===== src/rtl/pcs_10g_block_sync.sv =====
// -----------------------------------------------------------------------------
// pcs_10g_block_sync
//   RX 66b block-lock synchroniser. Sits between the RX gearbox and the
//   descrambler. It tests each 66b sync header, acquires and loses block lock,
//   requests bit-slips from the gearbox, and forwards only locked blocks.
//
// Ports
//   clk                 in   PCS block clock
//   rst_n               in   asynchronous active-low reset
//   rx_block_in[65:0]   in   block from gearbox, [65:64] = sync header
//   rx_block_valid      in   rx_block_in qualifier
//   rx_block_out[65:0]  out  registered copy of rx_block_in
//   rx_block_out_valid  out  block forwarded while locked
//   block_lock          out  block lock status
//   slip_out            out  one-cycle bit-slip request to gearbox
//   sh_invld_cnt[4:0]   out  invalid-header count in the current window
// -----------------------------------------------------------------------------
module pcs_10g_block_sync #(
    parameter int SH_CNT_MAX   = 64,
    parameter int SH_INVLD_MAX = 16,
    parameter int SLIP_WAIT    = 2
) (
    input  logic        clk,
    input  logic        rst_n,
    input  logic [65:0] rx_block_in,
    input  logic        rx_block_valid,
    output logic [65:0] rx_block_out,
    output logic        rx_block_out_valid,
    output logic        block_lock,
    output logic        slip_out,
    output logic [4:0]  sh_invld_cnt
);

    localparam int WW = (SLIP_WAIT > 1) ? $clog2(SLIP_WAIT + 1) : 1;
    localparam logic [6:0]    CNT_MAX = 7'(SH_CNT_MAX);
    localparam logic [4:0]    INV_MAX = 5'(SH_INVLD_MAX);
    localparam logic [WW-1:0] WAIT_MAX = WW'(SLIP_WAIT);

    // The slip itself happens on the edge of the offending block, so there is
    // no resident SLIP state: HUNT/LOCKED jump straight to S_SLIP_WAIT.
    typedef enum logic [1:0] {
        S_HUNT      = 2'd0,
        S_LOCKED    = 2'd1,
        S_SLIP_WAIT = 2'd2
    } state_t;

    state_t        state_q, state_d;
    logic [6:0]    sh_cnt_q, sh_cnt_d;
    logic [4:0]    inv_q, inv_d;
    logic [WW-1:0] wait_q, wait_d;
    logic          lock_q, lock_d;
    logic          slip_q, slip_d;
    logic [65:0]   blk_q;
    logic          ovld_q;

    logic          hdr_ok;
    logic [6:0]    cnt_n;
    logic [4:0]    inv_n;
    logic [WW-1:0] wait_n;

    // 01 and 10 are the only legal sync headers.
    assign hdr_ok = rx_block_in[65] ^ rx_block_in[64];
    assign cnt_n  = sh_cnt_q + 7'd1;
    assign inv_n  = inv_q + {4'd0, ~hdr_ok};
    assign wait_n = wait_q + WW'(1);

    always_comb begin
        state_d  = state_q;
        sh_cnt_d = sh_cnt_q;
        inv_d    = inv_q;
        wait_d   = wait_q;
        lock_d   = lock_q;
        slip_d   = 1'b0;
        // Idle cycles freeze everything.
        if (rx_block_valid) begin
            unique case (state_q)
                S_HUNT: begin
                    if (!hdr_ok) begin
                        slip_d   = 1'b1;
                        sh_cnt_d = '0;
                        inv_d    = '0;
                        wait_d   = '0;
                        state_d  = S_SLIP_WAIT;
                    end else if (cnt_n == CNT_MAX) begin
                        lock_d   = 1'b1;
                        sh_cnt_d = '0;
                        inv_d    = '0;
                        state_d  = S_LOCKED;
                    end else begin
                        sh_cnt_d = cnt_n;
                    end
                end
                S_LOCKED: begin
                    // Too many bad headers wins over a window ending on the same block.
                    if (inv_n == INV_MAX) begin
                        lock_d   = 1'b0;
                        slip_d   = 1'b1;
                        sh_cnt_d = '0;
                        inv_d    = '0;
                        wait_d   = '0;
                        state_d  = S_SLIP_WAIT;
                    end else if (cnt_n == CNT_MAX) begin
                        sh_cnt_d = '0;
                        inv_d    = '0;
                    end else begin
                        sh_cnt_d = cnt_n;
                        inv_d    = inv_n;
                    end
                end
                S_SLIP_WAIT: begin
                    // Blocks here are untested while the gearbox realigns.
                    if (wait_n == WAIT_MAX) begin
                        wait_d  = '0;
                        state_d = S_HUNT;
                    end else begin
                        wait_d = wait_n;
                    end
                end
                default: state_d = S_HUNT;
            endcase
        end
    end

    always_ff @(posedge clk or negedge rst_n) begin
        if (!rst_n) begin
            state_q  <= S_HUNT;
            sh_cnt_q <= '0;
            inv_q    <= '0;
            wait_q   <= '0;
            lock_q   <= 1'b0;
            slip_q   <= 1'b0;
            blk_q    <= '0;
            ovld_q   <= 1'b0;
        end else begin
            state_q  <= state_d;
            sh_cnt_q <= sh_cnt_d;
            inv_q    <= inv_d;
            wait_q   <= wait_d;
            lock_q   <= lock_d;
            slip_q   <= slip_d;
            if (rx_block_valid) blk_q <= rx_block_in;
            // Pre-edge lock: the locking block is dropped, the unlocking one is sent.
            ovld_q   <= rx_block_valid & lock_q;
        end
    end

    assign rx_block_out       = blk_q;
    assign rx_block_out_valid = ovld_q;
    assign block_lock         = lock_q;
    assign slip_out           = slip_q;
    assign sh_invld_cnt       = inv_q;

endmodule


===== config.mk =====
export PLATFORM = sky130hd
export DESIGN_NAME = pcs_10g_block_sync
export DESIGN_NICKNAME = d
export VERILOG_FILES = /design/src/rtl/pcs_10g_block_sync.sv
export SDC_FILE = /design/constraint.sdc
export NUM_CORES = 1
export LEC_CHECK = 0
export BUFFER_PORTS_ARGS = -buffer_cell sky130_fd_sc_hd__buf_2
export CAP_MARGIN = 15
export CORE_MARGIN = 2
export CORE_UTILIZATION = 48
export DETAILED_ROUTE_END_ITERATION = 7
export PLACE_DENSITY = 0.79
export SLEW_MARGIN = 20
export SYNTH_ARGS = -nofsm -noshare
export SYNTH_HDL_FRONTEND = slang
export SYNTH_SLANG_ARGS = --single-unit

===== constraint.sdc =====
create_clock -name clk -period 3 [get_ports clk]
set_clock_uncertainty 0.1 [all_clocks]
set_input_delay 0.75 -clock clk [delete_from_list [all_inputs] [get_ports clk]]
set_output_delay 0.75 -clock clk [all_outputs]
set_load 0.02 [all_outputs]

==> flow_metrics.py, run 1 <==
metrics = {
    "drt": {
        "post_drt_via_cell_ratio": 5.28,
        "wl_um": 7890,
        "drtIter0Drc": 132,
        "drtPass1Iterations": 4,
        "drc": 0,
        "detail_route.wl_per_cell_um": 15.1,
        "ant_nets": 0,
        "num_vias": 2759,
    },
    "clock_network": {
        "cts.sinks": 85,
        "postCtsSetupBuffers": 0,
        "cts_tree": "done",
        "ctsResizeCount": 0,
        "hold_buffers": 0,
        "cts_inserted_buffers": 9,
        "insertion_delay_ps": 340,
        "clk_pin_slew_ps": 90,
        "htreeDepth": 3,
        "cts_root_buf": "clkbuf_8",
        "clock_path_buffers": 2,
    },
    "final_layout": {
        "n_fill_cell": 602,
        "finalNonFillerCells": 523,
        "layout_commonest_cell": "buf_2",
        "area_growth_pct": 29.7,
        "final_cell_mix": "141 x buf_2, 85 x dfrtp_1, 66 x mux2_2",
        "final_nets": 492,
        "diodes": 0,
        "stdcell_area_um2": 4700,
        "final_core_util": 0.644,
        "layout-drive-gt1-share": 0.564,
    },
    "flow_run": {
        "max_cap_viol_count": 0,
    },
    "die": {
        "die_w_um": 90.9,
        "num_io_pins": 143,
        "die_y_um": 90.9,
        "die_area_um2": 8260,
        "initial_utilization": 0.497,
        "coreArea_um2": 7290,
        "rows": 31,
    },
    "sta": {
        "worst_slack_ps": 305,
        "fmax_mhz": 371,
        "slew_violations": 0,
        "period_minus_slack_ps": 2690,
        "max_slew_margin": 0.581,
        "finalSetupViolations": 0,
        "tns_ps": 0,
        "hold_violations": 0,
        "tightest_slew_ps": 626,
        "rsz0062_at_grt": "no",
        "period_share": 0.898,
    },
    "synthesis": {
        "synth_edf_count": 0,
        "ys_warn_count": 0,
        "ys_seq_elements": 85,
        "synthCells": 272,
        "synthTopCellsByArea": "dfrtp_1 59%, mux2_2 21%, a31oi_1 1.6%",
        "ys_async_sr_fraction": 1.00,
        "yosysTopAreaCellShare": 0.587,
        "yosys.area.top_type": "dfrtp_1",
        "yosysSeqAreaShare": 0.587,
        "synth_ff_type": "dfrtp_1",
        "postSynthAreaPerCell_um2": 13.3,
        "postSynthNetCount": 344,
        "ys_types": 47,
        "syn_area_um2": 3620,
    },
    "critical_path": {
        "cpPeakStageDelay_ps": 430,
        "critPathTopFamily": "compound AO/OA/AOI/OAI gates",
        "crit_type": "in -> reg",
        "worst_path_max_delay_cell": "nor4b_1",
        "end_kind": "flop",
        "path_common_cell": "ha_1",
        "cp_cell_sequence": "buf_2 -> xor2_1 -> inv_1 -> ha_1 -> ha_1 -> nor4b_1 -> a21oi_1 -> o21ai_0 -> buf_4 -> nor3_2 -> a22o_1",
        "crit_buf_inv": 3,
        "crit_arrival_ps": 2830,
        "crit_path_max_fanout": 4,
        "required_ps": 3130,
        "start_kind": "primary input",
    },
    "global_route": {
        "grt_remaining_overflow": 0,
        "grt_pass1_vias": 2786,
        "grt_max_degree": 76,
        "antenna_found_initial": 0,
        "grtUsageTotal": 0.199,
        "grt_pass1_wl_um": 13200,
    },
    "power_and_ir_drop": {
        "ir_worst_vdd_mv": 0.329,
        "power_switching_uw": 836,
        "p_int_uw": 2010,
        "sequentialPowerShare": 0.489,
        "power.density_nw_per_um2": 605,
        "power_frac_comb": 0.208,
        "cellLeakagePower_uw": 0.00225,
        "sw_frac_of_total": 0.294,
        "clockPowerShare": 0.303,
    },
    "placed_design": {
        "place_inst": 508,
        "pre_cts_ws_ps": -18.0,
        "hpwl_um": 5710,
        "placed_cell_area_um2": 4490,
        "gp_congestion": 0.944,
        "numPortBuffers": 142,
    },
    "hold_path": {
        "hold_path.class": "in -> async",
    },
    "status": {
        "status": "finished clean",
    },
}
## kinds of logic (layout without fill, tap and decap cells)
family | after synthesis | count (layout) | synth area share
buffers and inverters | 20 | 172 | 0.0238
AND/OR/NAND/NOR | 54 | 54 | 0.0853
flip-flops | 85 | 85 | 0.587
AO/OA/AOI/OAI | 43 | 43 | 0.0857
multiplexers | 66 | 66 | 0.205
adder cells (fa/ha/maj) | 3 | 3 | 0.0104
XOR/XNOR | 1 | 1 | 0.00242
## Yosys cell counts (2+ instances only)
library cell,instances
a21o_1,3
a31oi_1,9
ha_1,3
a21boi_0,2
nand2b_1,3
o21ai_1,2
and3_2,2
nor2_1,8
o21ai_0,4
buf_1,2
nor3_1,4
a22o_1,2
nand4_1,3
nand3b_1,3
nand2_1,10
nor2b_1,3
nand3_1,7
o31ai_1,2
o22ai_1,3
a21oi_1,4
o21a_1,2
clkbuf_1,10
mux2_2,66
o211ai_1,2
a32o_1,2
dfrtp_1,85
inv_1,6
## worst paths after layout
check | to | cells past startpoint | slack, ps | start
max | sh_invld_cnt[1] | 11 | 310 | rx_block_in[64]
min reg2reg | rx_block_out[14] | 1 | 410 | rx_block_out[14]
max reg2reg | sh_invld_cnt[1] | 8 | 700 | sh_invld_cnt[0]
min | sh_invld_cnt[1] | 1 | 270 | rst_n
min in group clk | rx_block_out[14] | 1 | 410 | rx_block_out[14]
max in group asynchronous | rx_block_out[14] | 2 | 1900 | rst_n
## per-layer routing
metal	global-route usage	up-vias	wire [um]
li1	-	1289	-
met1	0.245	1368	3200
met2	0.334	93	3980
met3	0.0668	9	608
met4	0.0606	0	91
met5	0	-	0
## power by group through the flow
stage                     Combinational [uW]  Sequential, uW  Clock [uW]
after floorplan                          266            1510           0
after global placement                   583            1400           0
after detailed placement                 598            1410           0
after CTS                                598            1390         889
after global routing                     642            1410         946
final                                    591            1390         862
## worst reg2reg max path: stages (launching register included)
cell and delay [ps]:
dfrtp_1 400, ha_1 220, ha_1 200, nor4b_1 430
a21oi_1 130, o21ai_0 200, buf_4 220, nor3_2 50
a22o_1 250
## per-stage QoR
| stage | hold slack [ps] | power (uW) |
|---|---|---|
| floorplan | 354 | 1770 |
| global placement | 384 | 1990 |
| detailed placement | 389 | 2010 |
| CTS | 285 | 2880 |
| global route | 301 | 3000 |
| finish | 273 | 2840 |
## final cells by class
| class | count | area [um^2] | share of cell area |
|---|---|---|---|
| Clock buffer | 10 | 128 | 0.0272 |
| Multi-Input combinational cell | 167 | 1410 | 0.300 |
| Timing Repair Buffer | 151 | 806 | 0.171 |
| Tap cell | 99 | 124 | 0.0264 |
| Inverter | 6 | 22.5 | 0.00479 |
| Sequential cell | 85 | 2130 | 0.453 |
| Clock inverter | 5 | 83.8 | 0.0178 |
## state kept, by name, summed over array words and instances, names as in the netlist
| register | flops |
|---|---|
| sh_invld_cnt | 5 |
| rx_block_out | 66 |
| rx_block_out_valid | 1 |
| block_lock | 1 |
| wait_q | 2 |
| state_q | 2 |
| slip_out | 1 |
| sh_cnt_q | 7 |
(Power assumes the default switching activity.)
==> inputs of run 2 (changes only) <==
clock period = 2.7 ns   (was 3 ns; I/O delays follow)
==> run 2 against run 1 <==
Register-to-register slack worse by 80 ps. Hold slack got worse by 43 ps. Critical path type unchanged. Utilization grew 0.63 points.
==> flow_metrics.py, run 2 (synthesis results as in run 1) <==
metrics = {
    "drt": {
        "drtIter0Drc": 132,
        "wl_um": 7880,
        "detail_route.wl_per_cell_um": 15.0,
        "ant_nets": 0,
        "drc": 0,
        "num_vias": 2724,
        "drtPass1Iterations": 4,
        "post_drt_via_cell_ratio": 5.18,
    },
    "die": {
        "die_w_um": 90.9,
        "coreArea_um2": 7290,
        "die_area_um2": 8260,
        "num_io_pins": 143,
        "die_y_um": 90.9,
        "rows": 31,
        "initial_utilization": 0.497,
    },
    "critical_path": {
        "reg2reg_slack_ps": 620,
        "crit_buf_inv": 4,
        "required_ps": 2840,
        "crit_arrival_ps": 2540,
        "start_kind": "primary input",
        "cp_cell_sequence": "buf_2 -> xor2_1 -> inv_1 -> ha_1 -> ha_1 -> nor2_1 -> buf_4 -> nand3_1 -> o21ai_2 -> buf_4 -> nor3_2 -> a22o_1",
        "cpPeakStageDelay_ps": 290,
        "worst_path_max_delay_cell": "ha_1",
        "r2r-end": "sh_invld_cnt[1]",
        "r2r_cells": 9,
        "end_kind": "flop",
        "reg2reg_from": "sh_invld_cnt[0]",
        "crit_path_max_fanout": 5,
        "critPathTopFamily": "buffers and inverters",
        "crit_type": "in -> reg",
    },
    "placed_design": {
        "placed_cell_area_um2": 4510,
        "place_inst": 510,
        "hpwl_um": 5550,
        "gp_congestion": 0.822,
        "numPortBuffers": 142,
    },
    "clock_network": {
        "cts.sinks": 85,
        "insertion_delay_ps": 350,
        "clk_pin_slew_ps": 80,
        "cts_root_buf": "clkbuf_8",
        "cts_inserted_buffers": 9,
        "hold_buffers": 0,
        "clock_path_buffers": 2,
        "htreeDepth": 3,
        "cts_tree": "done",
    },
    "power_and_ir_drop": {
        "ir_worst_vdd_mv": 0.376,
        "cellLeakagePower_uw": 0.00228,
        "power.density_nw_per_um2": 680,
    },
    "sta": {
        "finalSetupViolations": 0,
        "fmax_mhz": 417,
        "period_share": 0.889,
        "rsz0062_at_grt": "no",
        "tightest_slew_ps": 601,
        "period_minus_slack_ps": 2400,
        "slew_violations": 0,
        "max_slew_margin": 0.598,
        "tns_ps": 0,
        "hold_ws_ps": 230,
        "hold_violations": 0,
    },
    "final_layout": {
        "finalNonFillerCells": 526,
        "area_growth_pct": 31.0,
        "diodes": 0,
        "layout_commonest_cell": "buf_2",
        "stdcell_area_um2": 4750,
        "final_cell_mix": "141 x buf_2, 85 x dfrtp_1, 66 x mux2_2",
        "largest_reg_flops": 66,
        "final_nets": 494,
        "layout-drive-gt1-share": 0.576,
        "final_core_util": 0.651,
    },
    "global_route": {
        "grt_max_degree": 86,
        "grt_remaining_overflow": 0,
        "grt_pass1_vias": 2744,
        "antenna_found_initial": 0,
        "grtUsageTotal": 0.198,
        "grt_pass1_wl_um": 13100,
    },
    "status": {
        "status": "finished clean",
    },
    "flow_run": {
        "max_cap_viol_count": 0,
    },
    "hold_path": {
        "hold_path.class": "in -> async",
    },
}
==> run 2: timing repair <==
item | 4_1_cts | 5_1_grt
endpoints found under the setup margin | 0 | 1
setup buffers | 0 | 0
resized for setup | 0 | 1
==> run 2: where the power goes <==
group | leakage (uW) | internal, uW | switching [uW]
registers | 0.00102 | 1420 | 126
logic | 0.00114 | 295 | 366
clock network | 0.000113 | 552 | 465
==> run 2: through the flow <==
| stage | setup slack [ps] | power, uW |
|---|---|---|
| after detailed placement | -186 | 2240 |
| after global routing | 80.9 | 3400 |
| final | 300 | 3230 |
| after global placement | -98.2 | 2210 |
| after CTS | 196 | 3270 |
| after floorplan | 10.0 | 1970 |
==> run 2: area by class of cell <==
type                            count  area (um^2)
Fill cell                         615         2550
Clock buffer                       10          138
Tap cell                           99          124
Inverter                            6         22.5
Clock inverter                      6         93.8
Multi-Input combinational cell    167         1420
Timing Repair Buffer              153          821
Sequential cell                    85         2130
==> run 2: worst max-delay path by stage <==
stage                                from               to  cells past startpoint
after floorplan           rx_block_in[64]      sh_cnt_q[1]                      9
after global placement    rx_block_in[64]      sh_cnt_q[0]                     12
after detailed placement  rx_block_in[64]      sh_cnt_q[0]                     12
after CTS                 rx_block_in[64]      sh_cnt_q[0]                     12
after global routing      rx_block_in[64]      sh_cnt_q[0]                     12
final                     rx_block_in[64]  sh_invld_cnt[1]                     12
==> run 2: routing by layer <==
metal  part of all wire  wire length [um]  vias up  GRT usage
li1                   -                 -     1293          -
met1               0.41              3200     1316      0.237
met2               0.49              3860      105      0.325
met3              0.089               703       10     0.0768
met4              0.014               110        0     0.0770
met5                  0                 0        -          0
==> run 2: worst register-to-register path: stages, from the launching register on <==
cell,delay [ps]
dfrtp_1,400
ha_1,220
ha_1,290
nor2_1,140
buf_4,140
nand3_1,90
o21ai_2,150
buf_4,160
nor3_2,50
a22o_1,240
==> inputs of run 3 (changes only) <==
ABC_AREA = 1   (was unset)
==> run 3 against run 2 <==
Clock power shrank 11%. Via count shrank 0.59%. Register-to-register slack is essentially flat. Worst setup slack gained 160 ps. Largest cell class unchanged. Total power grew 0.74%. Utilization shrank 0.93 points. Global-route usage shrank 0.17 points. Sequential share of layout area grew 0.65 points. Largest power group unchanged. Flip-flop and latch count is the same.
==> flow_metrics.py, run 3 <==
metrics = {
    "critical_path": {
        "end_kind": "flop",
        "r2r-end": "state_q[0]",
        "r2r_cells": 12,
        "crit_path_max_fanout": 4,
        "reg2reg_from": "sh_invld_cnt[0]",
        "start_kind": "primary input",
        "crit_arrival_ps": 2380,
        "crit_type": "in -> reg",
        "required_ps": 2840,
        "reg2reg_slack_ps": 620,
    },
    "die": {
        "die_y_um": 90.9,
        "coreArea_um2": 7290,
        "rows": 31,
        "num_io_pins": 143,
        "initial_utilization": 0.497,
        "die_area_um2": 8260,
        "die_w_um": 90.9,
    },
    "sta": {
        "period_minus_slack_ps": 2240,
        "tns_ps": 0,
        "max_slew_margin": 0.696,
        "rsz0062_at_grt": "no",
        "fmax_mhz": 446,
        "finalSetupViolations": 0,
        "period_share": 0.830,
        "slew_violations": 0,
        "hold_violations": 0,
        "tightest_slew_ps": 456,
    },
    "synthesis": {
        "postSynthNetCount": 369,
        "synth_edf_count": 0,
        "synth.most_common_cell": "dfrtp_1",
        "postSynthAreaPerCell_um2": 12.2,
        "ys_types": 30,
        "yosys.area.top_type": "dfrtp_1",
        "synth_common_cells": "85 x dfrtp_1, 66 x mux2_2, 55 x nand2_1",
        "ys_warn_count": 0,
        "synthTopCellsByArea": "dfrtp_1 59%, mux2_2 21%, nand2_1 5.7%",
        "syn_area_um2": 3620,
        "ys_async_sr_fraction": 1.00,
        "synth_ff_type": "dfrtp_1",
        "yosysTopAreaCellShare": 0.587,
        "ys_seq_elements": 85,
        "synthCells": 297,
        "yosysSeqAreaShare": 0.587,
    },
    "clock_network": {
        "clock_path_buffers": 2,
        "clk_pin_slew_ps": 90,
        "cts_tree": "done",
        "ctsResizeCount": 0,
        "insertion_delay_ps": 340,
        "cts_inserted_buffers": 9,
        "hold_buffers": 0,
        "cts.sinks": 85,
        "cts_root_buf": "clkbuf_8",
        "htreeDepth": 3,
        "postCtsSetupBuffers": 0,
    },
    "final_layout": {
        "finalNonFillerCells": 551,
        "final_nets": 519,
        "layout-drive-gt1-share": 0.553,
        "ff_latch_area_um2": 2130,
        "area_growth_pct": 29.2,
        "multi_input_area_um2": 1390,
        "n_fill_cell": 620,
        "final_core_util": 0.642,
        "largest_reg_flops": 66,
        "layout_commonest_cell": "buf_2",
        "final_cell_mix": "141 x buf_2, 85 x dfrtp_1, 66 x mux2_2",
        "diodes": 0,
    },
    "drt": {
        "m1WireLength_um": 3130,
        "num_vias": 2708,
        "drtIter0Drc": 72,
        "met2_length_um": 3790,
        "ant_nets": 0,
        "post_drt_via_cell_ratio": 4.91,
        "routed.top_layer": "met4",
        "wl_um": 7640,
        "drc": 0,
        "drtPass1Iterations": 4,
        "detail_route.wl_per_cell_um": 13.9,
        "dr_wl_met3_um": 639,
    },
    "hold_path": {
        "hold_path.class": "in -> async",
    },
    "power_and_ir_drop": {
        "power.density_nw_per_um2": 695,
        "ir_worst_vdd_mv": 0.387,
        "cellLeakagePower_uw": 0.00231,
    },
    "placed_design": {
        "hpwl_um": 5810,
        "gp_congestion": 0.835,
        "place_inst": 535,
        "numPortBuffers": 142,
    },
    "global_route": {
        "antenna_found_initial": 0,
        "grt_pass1_vias": 2824,
        "grt_pass1_wl_um": 13000,
        "grt_remaining_overflow": 0,
        "grtUsageTotal": 0.197,
        "grt_max_degree": 52,
    },
    "flow_run": {
        "max_cap_viol_count": 0,
    },
    "status": {
        "status": "finished clean",
    },
}
[run 3: worst max-delay path by stage]
stage	from	end	cells past startpoint
2_1_floorplan	rx_block_in[64]	state_q[0]	13
3_3_place_gp	rx_block_in[64]	state_q[0]	14
3_5_place_dp	rx_block_in[64]	state_q[0]	14
4_1_cts	rx_block_in[64]	state_q[0]	14
5_1_grt	rx_block_in[64]	state_q[0]	14
6_report	rx_block_in[64]	state_q[0]	14
[run 3: final cells by class]
class                   count  area share
clock buffers              10      0.0294
clock inverters             6      0.0150
inverters                  19      0.0152
multi-input cells         185       0.296
flip-flops and latches     85       0.455
well taps                  99      0.0265
repair buffers            147       0.163
[run 3: cells by family after synthesis]
group	count (synthesis)	share of synthesized area
simple gates	94	0.123
xor+xnor	2	0.00691
compound gates	20	0.0366
fa+ha+maj	3	0.0104
buf+inv	27	0.0304
flops	85	0.587
mux	66	0.205
[run 3: power by group]
| part | internal [uW] | switching [uW] | total, uW |
|---|---|---|---|
| sequential | 1420 | 124 | 1540 |
| clock | 457 | 452 | 909 |
| combinational | 313 | 485 | 798 |
| total | 2190 | 1060 | 3250 |
[run 3: worst max-delay path, stage by stage]
cell and delay (ps):
buf_2 120, xnor2_2 180, ha_1 220, ha_1 250, inv_1 60, nand2_1 40, a21oi_1 110, nand3_1 170
nand2_2 130, nand2_1 110, nor2_2 140, nand2_1 70, nand2_1 60, nand2_1 50
[run 3: stage by stage]
| step | power [uW] | hold WS (ps) | area (um^2) | worst slack (ps) |
|---|---|---|---|---|
| after floorplan | 2080 | 279 | 3620 | 261 |
| after global placement | 2340 | 383 | 4470 | 171 |
| after detailed placement | 2370 | 389 | 4470 | 100 |
| after CTS | 3290 | 182 | 4680 | 470 |
| after global routing | 3440 | 202 | 4680 | 189 |
| final | 3250 | 176 | 4680 | 460 |
[run 3: routing by layer]
metal,vias up,global-route usage
met2,108,0.328
met3,6,0.0609
met5,-,0
met4,0,0.0770
li1,1293,-
met1,1301,0.239
